File: src/rtl/imm_decode_stage.sv
// imm_decode_stage: registered immediate decoder between fetch and execute.
// Decodes the immediate, its format, the CSR zimm and an illegal flag from a
// 32-bit RV instruction, and holds results in a 2-entry elastic buffer so the
// upstream ready never depends combinationally on the downstream ready.
module imm_decode_stage #(
  parameter int XLEN  = 32,
  parameter int TAG_W = 32
) (
  input  logic             clk_i,
  input  logic             rst_ni,
  input  logic             flush_i,
  input  logic             in_valid_i,
  output logic             in_ready_o,
  input  logic [31:0]      instr_i,
  input  logic [TAG_W-1:0] tag_i,
  output logic             out_valid_o,
  input  logic             out_ready_i,
  output logic [XLEN-1:0]  imm_o,
  output logic [2:0]       imm_type_o,
  output logic [4:0]       zimm_o,
  output logic             illegal_o,
  output logic [TAG_W-1:0] tag_o
);

  typedef enum logic [1:0] {
    EMPTY = 2'd0,
    ONE   = 2'd1,
    TWO   = 2'd2
  } state_t;

  localparam logic [2:0] TYPE_NONE    = 3'd0;
  localparam logic [2:0] TYPE_I       = 3'd1;
  localparam logic [2:0] TYPE_S       = 3'd2;
  localparam logic [2:0] TYPE_B       = 3'd3;
  localparam logic [2:0] TYPE_U       = 3'd4;
  localparam logic [2:0] TYPE_J       = 3'd5;
  localparam logic [2:0] TYPE_CSR     = 3'd6;
  localparam logic [2:0] TYPE_ILLEGAL = 3'd7;

  localparam logic [6:0] OP_IMM    = 7'b0010011;
  localparam logic [6:0] OP_LOAD   = 7'b0000011;
  localparam logic [6:0] OP_JALR   = 7'b1100111;
  localparam logic [6:0] OP_STORE  = 7'b0100011;
  localparam logic [6:0] OP_BRANCH = 7'b1100011;
  localparam logic [6:0] OP_LUI    = 7'b0110111;
  localparam logic [6:0] OP_AUIPC  = 7'b0010111;
  localparam logic [6:0] OP_JAL    = 7'b1101111;
  localparam logic [6:0] OP_SYSTEM = 7'b1110011;
  localparam logic [6:0] OP_REG    = 7'b0110011;
  localparam logic [6:0] OP_FENCE  = 7'b0001111;

  // One buffer entry: {imm, type, zimm, illegal, tag}
  localparam int ENTRY_W = XLEN + 3 + 5 + 1 + TAG_W;

  logic signed [31:0] dec_imm32;
  logic [XLEN-1:0]    dec_imm;
  logic [2:0]         dec_type;
  logic [4:0]         dec_zimm;
  logic               dec_illegal;

  logic [ENTRY_W-1:0] new_entry;
  logic [ENTRY_W-1:0] head_q;
  logic [ENTRY_W-1:0] second_q;

  state_t state_q;
  state_t state_d;

  logic push;
  logic pop;
  logic load_head_new;
  logic load_second_new;
  logic shift_second;

  // Decode the incoming word; every immediate is first built as a signed 32-bit value
  always_comb begin
    dec_imm32   = '0;
    dec_type    = TYPE_ILLEGAL;
    dec_zimm    = '0;
    dec_illegal = 1'b1;
    if (instr_i[1:0] == 2'b11) begin
      case (instr_i[6:0])
        OP_IMM, OP_LOAD, OP_JALR: begin
          dec_imm32   = {{20{instr_i[31]}}, instr_i[31:20]};
          dec_type    = TYPE_I;
          dec_illegal = 1'b0;
        end
        OP_STORE: begin
          dec_imm32   = {{20{instr_i[31]}}, instr_i[31:25], instr_i[11:7]};
          dec_type    = TYPE_S;
          dec_illegal = 1'b0;
        end
        OP_BRANCH: begin
          dec_imm32   = {{19{instr_i[31]}}, instr_i[31], instr_i[7], instr_i[30:25],
                         instr_i[11:8], 1'b0};
          dec_type    = TYPE_B;
          dec_illegal = 1'b0;
        end
        OP_LUI, OP_AUIPC: begin
          dec_imm32   = {instr_i[31:12], 12'b0};
          dec_type    = TYPE_U;
          dec_illegal = 1'b0;
        end
        OP_JAL: begin
          dec_imm32   = {{11{instr_i[31]}}, instr_i[31], instr_i[19:12], instr_i[20],
                         instr_i[30:21], 1'b0};
          dec_type    = TYPE_J;
          dec_illegal = 1'b0;
        end
        OP_SYSTEM: begin
          dec_imm32   = {{20{instr_i[31]}}, instr_i[31:20]};
          dec_type    = TYPE_CSR;
          dec_zimm    = instr_i[19:15];
          dec_illegal = 1'b0;
        end
        OP_REG, OP_FENCE: begin
          dec_type    = TYPE_NONE;
          dec_illegal = 1'b0;
        end
        default: begin
          dec_type    = TYPE_ILLEGAL;
          dec_illegal = 1'b1;
        end
      endcase
    end
  end

  // Casting the signed 32-bit value up to XLEN sign-extends it (no-op when XLEN is 32)
  assign dec_imm   = XLEN'(dec_imm32);
  assign new_entry = {dec_imm, dec_type, dec_zimm, dec_illegal, tag_i};

  // Handshake flags come from the registered state only
  assign in_ready_o  = (state_q != TWO);
  assign out_valid_o = (state_q != EMPTY);
  assign push        = in_valid_i & in_ready_o;
  assign pop         = out_valid_o & out_ready_i;

  // Occupancy state register
  always_ff @(posedge clk_i or negedge rst_ni) begin
    if (!rst_ni) begin
      state_q <= EMPTY;
    end else begin
      state_q <= state_d;
    end
  end

  // Next occupancy and which buffer slots load this cycle; flush wins over push and pop
  always_comb begin
    state_d         = state_q;
    load_head_new   = 1'b0;
    load_second_new = 1'b0;
    shift_second    = 1'b0;
    if (flush_i) begin
      state_d = EMPTY;
    end else begin
      case (state_q)
        EMPTY: begin
          if (push) begin
            state_d       = ONE;
            load_head_new = 1'b1;
          end
        end
        ONE: begin
          if (push && pop) begin
            load_head_new = 1'b1;
          end else if (push) begin
            state_d         = TWO;
            load_second_new = 1'b1;
          end else if (pop) begin
            state_d = EMPTY;
          end
        end
        TWO: begin
          if (pop) begin
            state_d      = ONE;
            shift_second = 1'b1;
          end
        end
        default: begin
          state_d = EMPTY;
        end
      endcase
    end
  end

  // Buffer slots; the head only changes on a load or a shift, so it holds while stalled
  always_ff @(posedge clk_i or negedge rst_ni) begin
    if (!rst_ni) begin
      head_q   <= '0;
      second_q <= '0;
    end else begin
      if (load_head_new) begin
        head_q <= new_entry;
      end else if (shift_second) begin
        head_q <= second_q;
      end
      if (load_second_new) begin
        second_q <= new_entry;
      end
    end
  end

  assign {imm_o, imm_type_o, zimm_o, illegal_o, tag_o} = head_q;

endmodule

File: config.mk
export PLATFORM = sky130hd
export DESIGN_NAME = imm_decode_stage
export DESIGN_NICKNAME = d
export VERILOG_FILES = /design/src/rtl/imm_decode_stage.sv
export SDC_FILE = /design/constraint.sdc
export NUM_CORES = 1
export LEC_CHECK = 0
export BUFFER_PORTS_ARGS = -buffer_cell sky130_fd_sc_hd__buf_4
export CAP_MARGIN = 20
export CORE_UTILIZATION = 54
export DETAILED_ROUTE_END_ITERATION = 16
export PLACE_DENSITY_LB_ADDON = 0.2
export SLEW_MARGIN = 0
export SYNTH_ARGS = -nofsm -noshare
export SYNTH_HDL_FRONTEND = slang
export SYNTH_SLANG_ARGS = --single-unit
export TNS_END_PERCENT = 20
File: constraint.sdc
create_clock -name clk_i -period 1.92 [get_ports clk_i]
set_input_delay 0.48 -clock clk_i [delete_from_list [all_inputs] [get_ports clk_i]]
set_output_delay 0.48 -clock clk_i [all_outputs]
set_load 0.02 [all_outputs]
==> results.cfg, run 1 <==
[status]
status = finished, final reports clean

[placed_design]
dp_hpwl_um = 11900
dp_cells = 946
io_buffers = 143
placed_area_sq_um = 8060
globalplace.congestion = 0.837

[layout]
fin_nets = 892
drive_above_1_share = 0.276
fill_cells = 835
stdcell_area_sq_um = 8750
mostFrequentLayoutCells = 176 x nand2_1, 176 x buf_4, 147 x dfrtp_1, 43 x a22o_1, 38 x nor2_1
n_antenna_cell = 0
fin_cells = 979
area_growth_pct = 32.7
post-route-util = 0.750

[timing]
hold_violations = 0
fin_tns_setup_ns = 0
fin_crit_ns = 1.85
max_freq_mhz = 541
tightestPinTransition_ns = 0.581
finalMaxSlewViolations = 0
final-setup-viol-count = 0
fin_crit_sh = 0.962
clock_skew_ns = 0.0115
rsz0062_at_grt = false
relSlewSlack = 0.612

[global_routing]
grt_pass1_vias = 5844
grt_start_max_net_pins = 51
gr-usage-all-layers = 0.299
antenna_found_initial = 0
grt_pass1_wl_um = 29200
grt_overflow = 0

[critical_path]
crit_fanout = 9
crit_chain = or2_2, buf_4
cp-end-kind = output pin
critPathTopFamily = flip-flops
ff2ff_path_depth = 5
critical-path-slowest-cell = dfrtp_2
rr_startpoint = state_q[0]
critPathKind = flop to output pin
cp.required_ns = 1.44
critical_path_buf_inv_count = 1
cp.depth = 2
slowest_delay_ns = 0.47
crit_path_start_kind = flop
cp.arrival_ns = 1.37
setup.worst_path.start = state_q[1]

[pwr]
power.density_nw_per_um2 = 1090
power.share.sequential = 0.423
ir_worst_vdd_mv = 0.733
p_clk_frac = 0.392
combPwrFrac = 0.185
switching_share = 0.272
p_leak_nw = 4.40
power_switching_mw = 2.60
internal_power_mw = 6.97

[hold_path]
min_from = tag_i[25]
whs_path_depth = 3
hold_path_class = input port to flop

[clocking]
cts-buffers-inserted = 17
htree_levels = 4
cts_sinks = 148
cts-root-buf = clkbuf_16
path_clk_slew_ns = 0.06
cts_tree = built
clockBufferDepth = 2
clkLatencyLatePin_ns = 0.43

[logic_synthesis]
async_flop_share = 1.00
syn_area_sq_um = 6590
synth_cell_types = 51
synth_top_cells_by_area = dfrtp_1 56%, nand2_1 10%, a22o_1 5.7%, a21o_1 3.6%, a31oi_1 3.2%
syn_area_per_cell_sq_um = 9.87
synth_edf_count = 0
synth_nets = 737
synth_top_area_cell = dfrtp_1
syn_inst = 668
synth_top_area_frac = 0.562
ys_ff_latch = 148
ys_warn_count = 0
seq_area_frac_synth = 0.562
ys.flop_type = dfrtp_1

[route]
dr.pass1.iters = 5
wire_per_inst_um = 18.2
drt_iter0_drc = 565
vias = 5798
drc_errors = 0
ant_nets = 0
wl_um = 17800
via_per_inst = 5.92

[floorplan]
core.rowCount = 39
ios = 144
die_width_um = 113
die-height_um = 113
coreArea_sq_um = 11700
start_util = 0.565
dieArea_sq_um = 12700

[job]
maxCapViolations = 0
-- synthesized netlist by cell type (all sizes together) (2+ instances only) --
cell type / number
nand2: 177
dfrtp: 148
a22o: 43
nor2: 40
a31oi: 34
a21o: 32
buf: 26
a21oi: 25
clkbuf: 23
and3: 17
a32oi: 13
o2bb2ai: 11
o21ai: 10
mux2i: 7
inv: 6
nand2b: 6
nor2b: 6
or2: 4
a211o: 3
nand3: 3
nor3: 3
a2111oi: 2
a211oi: 2
nand4b: 2
nor3b: 2
o22a: 2
o22ai: 2
o32a: 2
or4: 2
-- registers in the layout (all words and copies together), names as in the netlist --
| register | count |
|---|---|
| second_q | 73 |
| state_q | 2 |
| head_q | 73 |
-- path summary, 6_finish.rpt --
kind	slack, ns	endpoint
max reg2reg	0.15	head_q[72]
max in group asynchronous	0.83	second_q[15]
min in group asynchronous	0.49	head_q[47]
min	0.25	second_q[25]
min reg2reg	0.48	second_q[27]
max	0.07	out_valid_o
-- power by group through the flow --
stage,sequential (mW),combinational [mW],clock [mW]
2_1_floorplan,4.29,0.709,0
3_3_place_gp,4.05,1.72,0
3_5_place_dp,4.08,1.77,0
4_1_cts,4.03,1.79,3.79
5_1_grt,4.11,1.95,3.93
6_report,4.04,1.77,3.75
-- worst reg2reg max path, stage by stage, from the launching register on --
cell and delay [ns]:
dfrtp_1 0.47, nor2b_1 0.21, nor3_2 0.25, buf_12 0.24, buf_4 0.32, a31oi_1 0.14
-- repair_timing --
| item | CTS | global route |
|---|---|---|
| gates resized for setup | 2 | 2 |
| setup buffers | 0 | 0 |
| hold endpoints to repair | 24 | 0 |
| hold buffers | 1 | 0 |
| setup endpoints to repair | 13 | 33 |
-- routing by layer --
layer | up-vias | part of all wire | GRT usage
met3 | 25 | 0.072 | 0.0815
met1 | 2867 | 0.42 | 0.393
li1 | 2670 | - | -
met5 | - | 0 | 0
met4 | 0 | 0.018 | 0.124
met2 | 236 | 0.49 | 0.472
-- area by class of cell --
type,count,area (sq um),share of cell area
Multi-Input combinational cell,465,2700,0.308
Clock buffer,20,437,0.0499
Timing Repair Buffer,185,1480,0.170
Tap cell,143,179,0.0205
Sequential cell,148,3700,0.424
Inverter,6,22.5,0.00257
Clock inverter,12,226,0.0259
-- cell families after synthesis --
logic type / synth area share
flip-flops: 0.562
AO/OA/AOI/OAI: 0.214
buffers and inverters: 0.0376
XOR/XNOR: 0.00133
AND/OR/NAND/NOR: 0.173
multiplexers: 0.0123
-- per-stage QoR --
step	power, mW	setup WS, ns	hold WS (ns)
global placement	5.77	-0.00147	0.362
finish	9.57	0.0730	0.250
global route	9.98	0.0350	0.247
floorplan	5.00	0.162	0.184
CTS	9.61	0.0324	0.239
detailed placement	5.85	-0.124	0.362
No activity file was read; power rests on OpenSTA's default activity.
==> run 2, diff against run 1 <==
Settings changed: CORE_UTILIZATION 54 to 49.
Clock period 1.92 ns to 1.5 ns, I/O delays scaled along.
==> results.cfg, run 2 (synthesis gave the netlist of run 1 again) <==
[layout]
final_common_cell = buf_4
n_antenna_cell = 0
fin_cells = 1066
top_regs = head_q: 73 flops, second_q: 73 flops, state_q: 2 flops
fin_nets = 946
mostFrequentLayoutCells = 195 x buf_4, 173 x nand2_1, 146 x dfrtp_1, 43 x a22o_1, 32 x a21o_1
stdcell_area_sq_um = 9690
drive_above_1_share = 0.353
post-route-util = 0.734
area_growth_pct = 46.9

[placed_design]
dp_hpwl_um = 12000
placed_area_sq_um = 8400
dp_cells = 1006
io_buffers = 143
globalplace.congestion = 0.861
dp_slack_ns = -0.408

[pwr]
p_clk_frac = 0.352
switching_share = 0.289
combPwrFrac = 0.213
ir_worst_vdd_mv = 0.681
power.density_nw_per_um2 = 1240
internal_power_mw = 8.52
power_switching_mw = 3.46
p_leak_nw = 4.80
power.share.sequential = 0.435

[critical_path]
critPathKind = flop to flop
cp-end-kind = flop
cp.required_ns = 1.82
crit_path_start_kind = flop
crit_fanout = 11
cp.arrival_ns = 2.02

[clocking]
clockBufferDepth = 2
htree_levels = 4
clkLatencyLatePin_ns = 0.42
cts-root-buf = clkbuf_16
cts_sinks = 148
cts_tree = built
cts-buffers-inserted = 17
path_clk_slew_ns = 0.06

[timing]
final-setup-viol-count = 141
finalMaxSlewViolations = 0
hold_violations = 0
rsz0062_at_grt = true
tightestPinTransition_ns = 0.683
max_freq_mhz = 588
setup_ws_ns = -0.200
clock_skew_ns = 0.00577
fin_crit_ns = 1.70
relSlewSlack = 0.544
fin_crit_sh = 1.13

[route]
dr.pass1.iters = 5
wire_per_inst_um = 18.6
drt_iter0_drc = 562
via_per_inst = 5.75
wl_um = 19800
ant_nets = 0
vias = 6125
drc_errors = 0

[job]
maxCapViolations = 0

[hold_path]
hold_path_class = input port to flop

[floorplan]
ios = 144
die-height_um = 118
coreArea_sq_um = 13200
dieArea_sq_um = 13900
die_width_um = 118
core.rowCount = 42
start_util = 0.500

[global_routing]
grt_pass1_vias = 5774
grt_pass1_wl_um = 29500
gr-usage-all-layers = 0.269
grt_start_max_net_pins = 95
antenna_found_initial = 0
grt_overflow = 0

[status]
status = finished with violations
failed_checks = setup timing
-- run 2: cell count changes in the layout (fill, tap and decap cells not counted), moves of 5 or more --
cell        previous run  this run
buf_4                176       195
buf_12                 7        19
buf_6                  1        13
nor2_1                38        29
clkbuf_16             17        23
a21oi_1               24        19
a21oi_2                1         6
clkinvlp_4             2         7
nor2_4                 0         5
-- run 2: through the flow --
stage | setup TNS (ns) | hold WS (ns) | power, mW
5_1_grt | -21.37 | 0.146 | 12.5
6_report | -15.09 | 0.152 | 12.0
4_1_cts | -13.02 | 0.144 | 11.8
3_5_place_dp | -39.06 | 0.378 | 7.57
3_3_place_gp | -38.62 | 0.373 | 7.46
2_1_floorplan | -3.68 | 0.0794 | 6.40
-- run 2: power by group through the flow --
stage | sequential, mW | combinational, mW | clock (mW)
floorplan | 5.49 | 0.912 | 0
global placement | 5.19 | 2.26 | 0
detailed placement | 5.23 | 2.33 | 0
CTS | 5.17 | 2.41 | 4.25
global route | 5.28 | 2.75 | 4.44
finish | 5.21 | 2.56 | 4.21
-- run 2: final timing paths --
kind	from	end	cells after the start	slack [ns]
setup / recovery	state_q[1]	head_q[39]	7	-0.20
hold / removal	tag_i[15]	second_q[15]	3	0.15
setup reg to reg	state_q[1]	head_q[39]	7	-0.20
hold reg to reg	head_q[17]	head_q[17]	1	0.48
max in group asynchronous	rst_ni	second_q[12]	3	0.55
min in group asynchronous	rst_ni	state_q[1]	3	0.49
-- run 2: per-layer routing --
layer  global-route usage  part of all wire  vias to the layer above
li1                     -                 -                     2784
met1                0.364              0.43                     3043
met2                0.429              0.49                      274
met3               0.0640             0.074                       24
met4               0.0801             0.014                        0
met5                    0                 0                        -
-- run 2: repair_timing --
action,CTS,global route
hold endpoints to repair,54,0
pin swaps,7,8
setup endpoints to repair,146,147
gates cloned,3,8
hold buffers,1,0
buffers inserted,11,6
resized for setup,25,47
-- run 2: layout make-up --
type | instances | area (sq um)
inverters | 6 | 22.5
well taps | 176 | 220
repair buffers | 239 | 2260
clock inverters | 11 | 126
flip-flops and latches | 148 | 3710
clock buffers | 21 | 460
fillers | 924 | 3500
multi-input cells | 465 | 2900
-- run 2: critical path, stage by stage (launching register included) --
cell      delay [ns]
dfrtp_2         0.45
buf_6           0.12
nor4bb_4        0.22
buf_4           0.18
buf_12          0.15
buf_8           0.15
nand2_1         0.10
a32oi_2         0.24
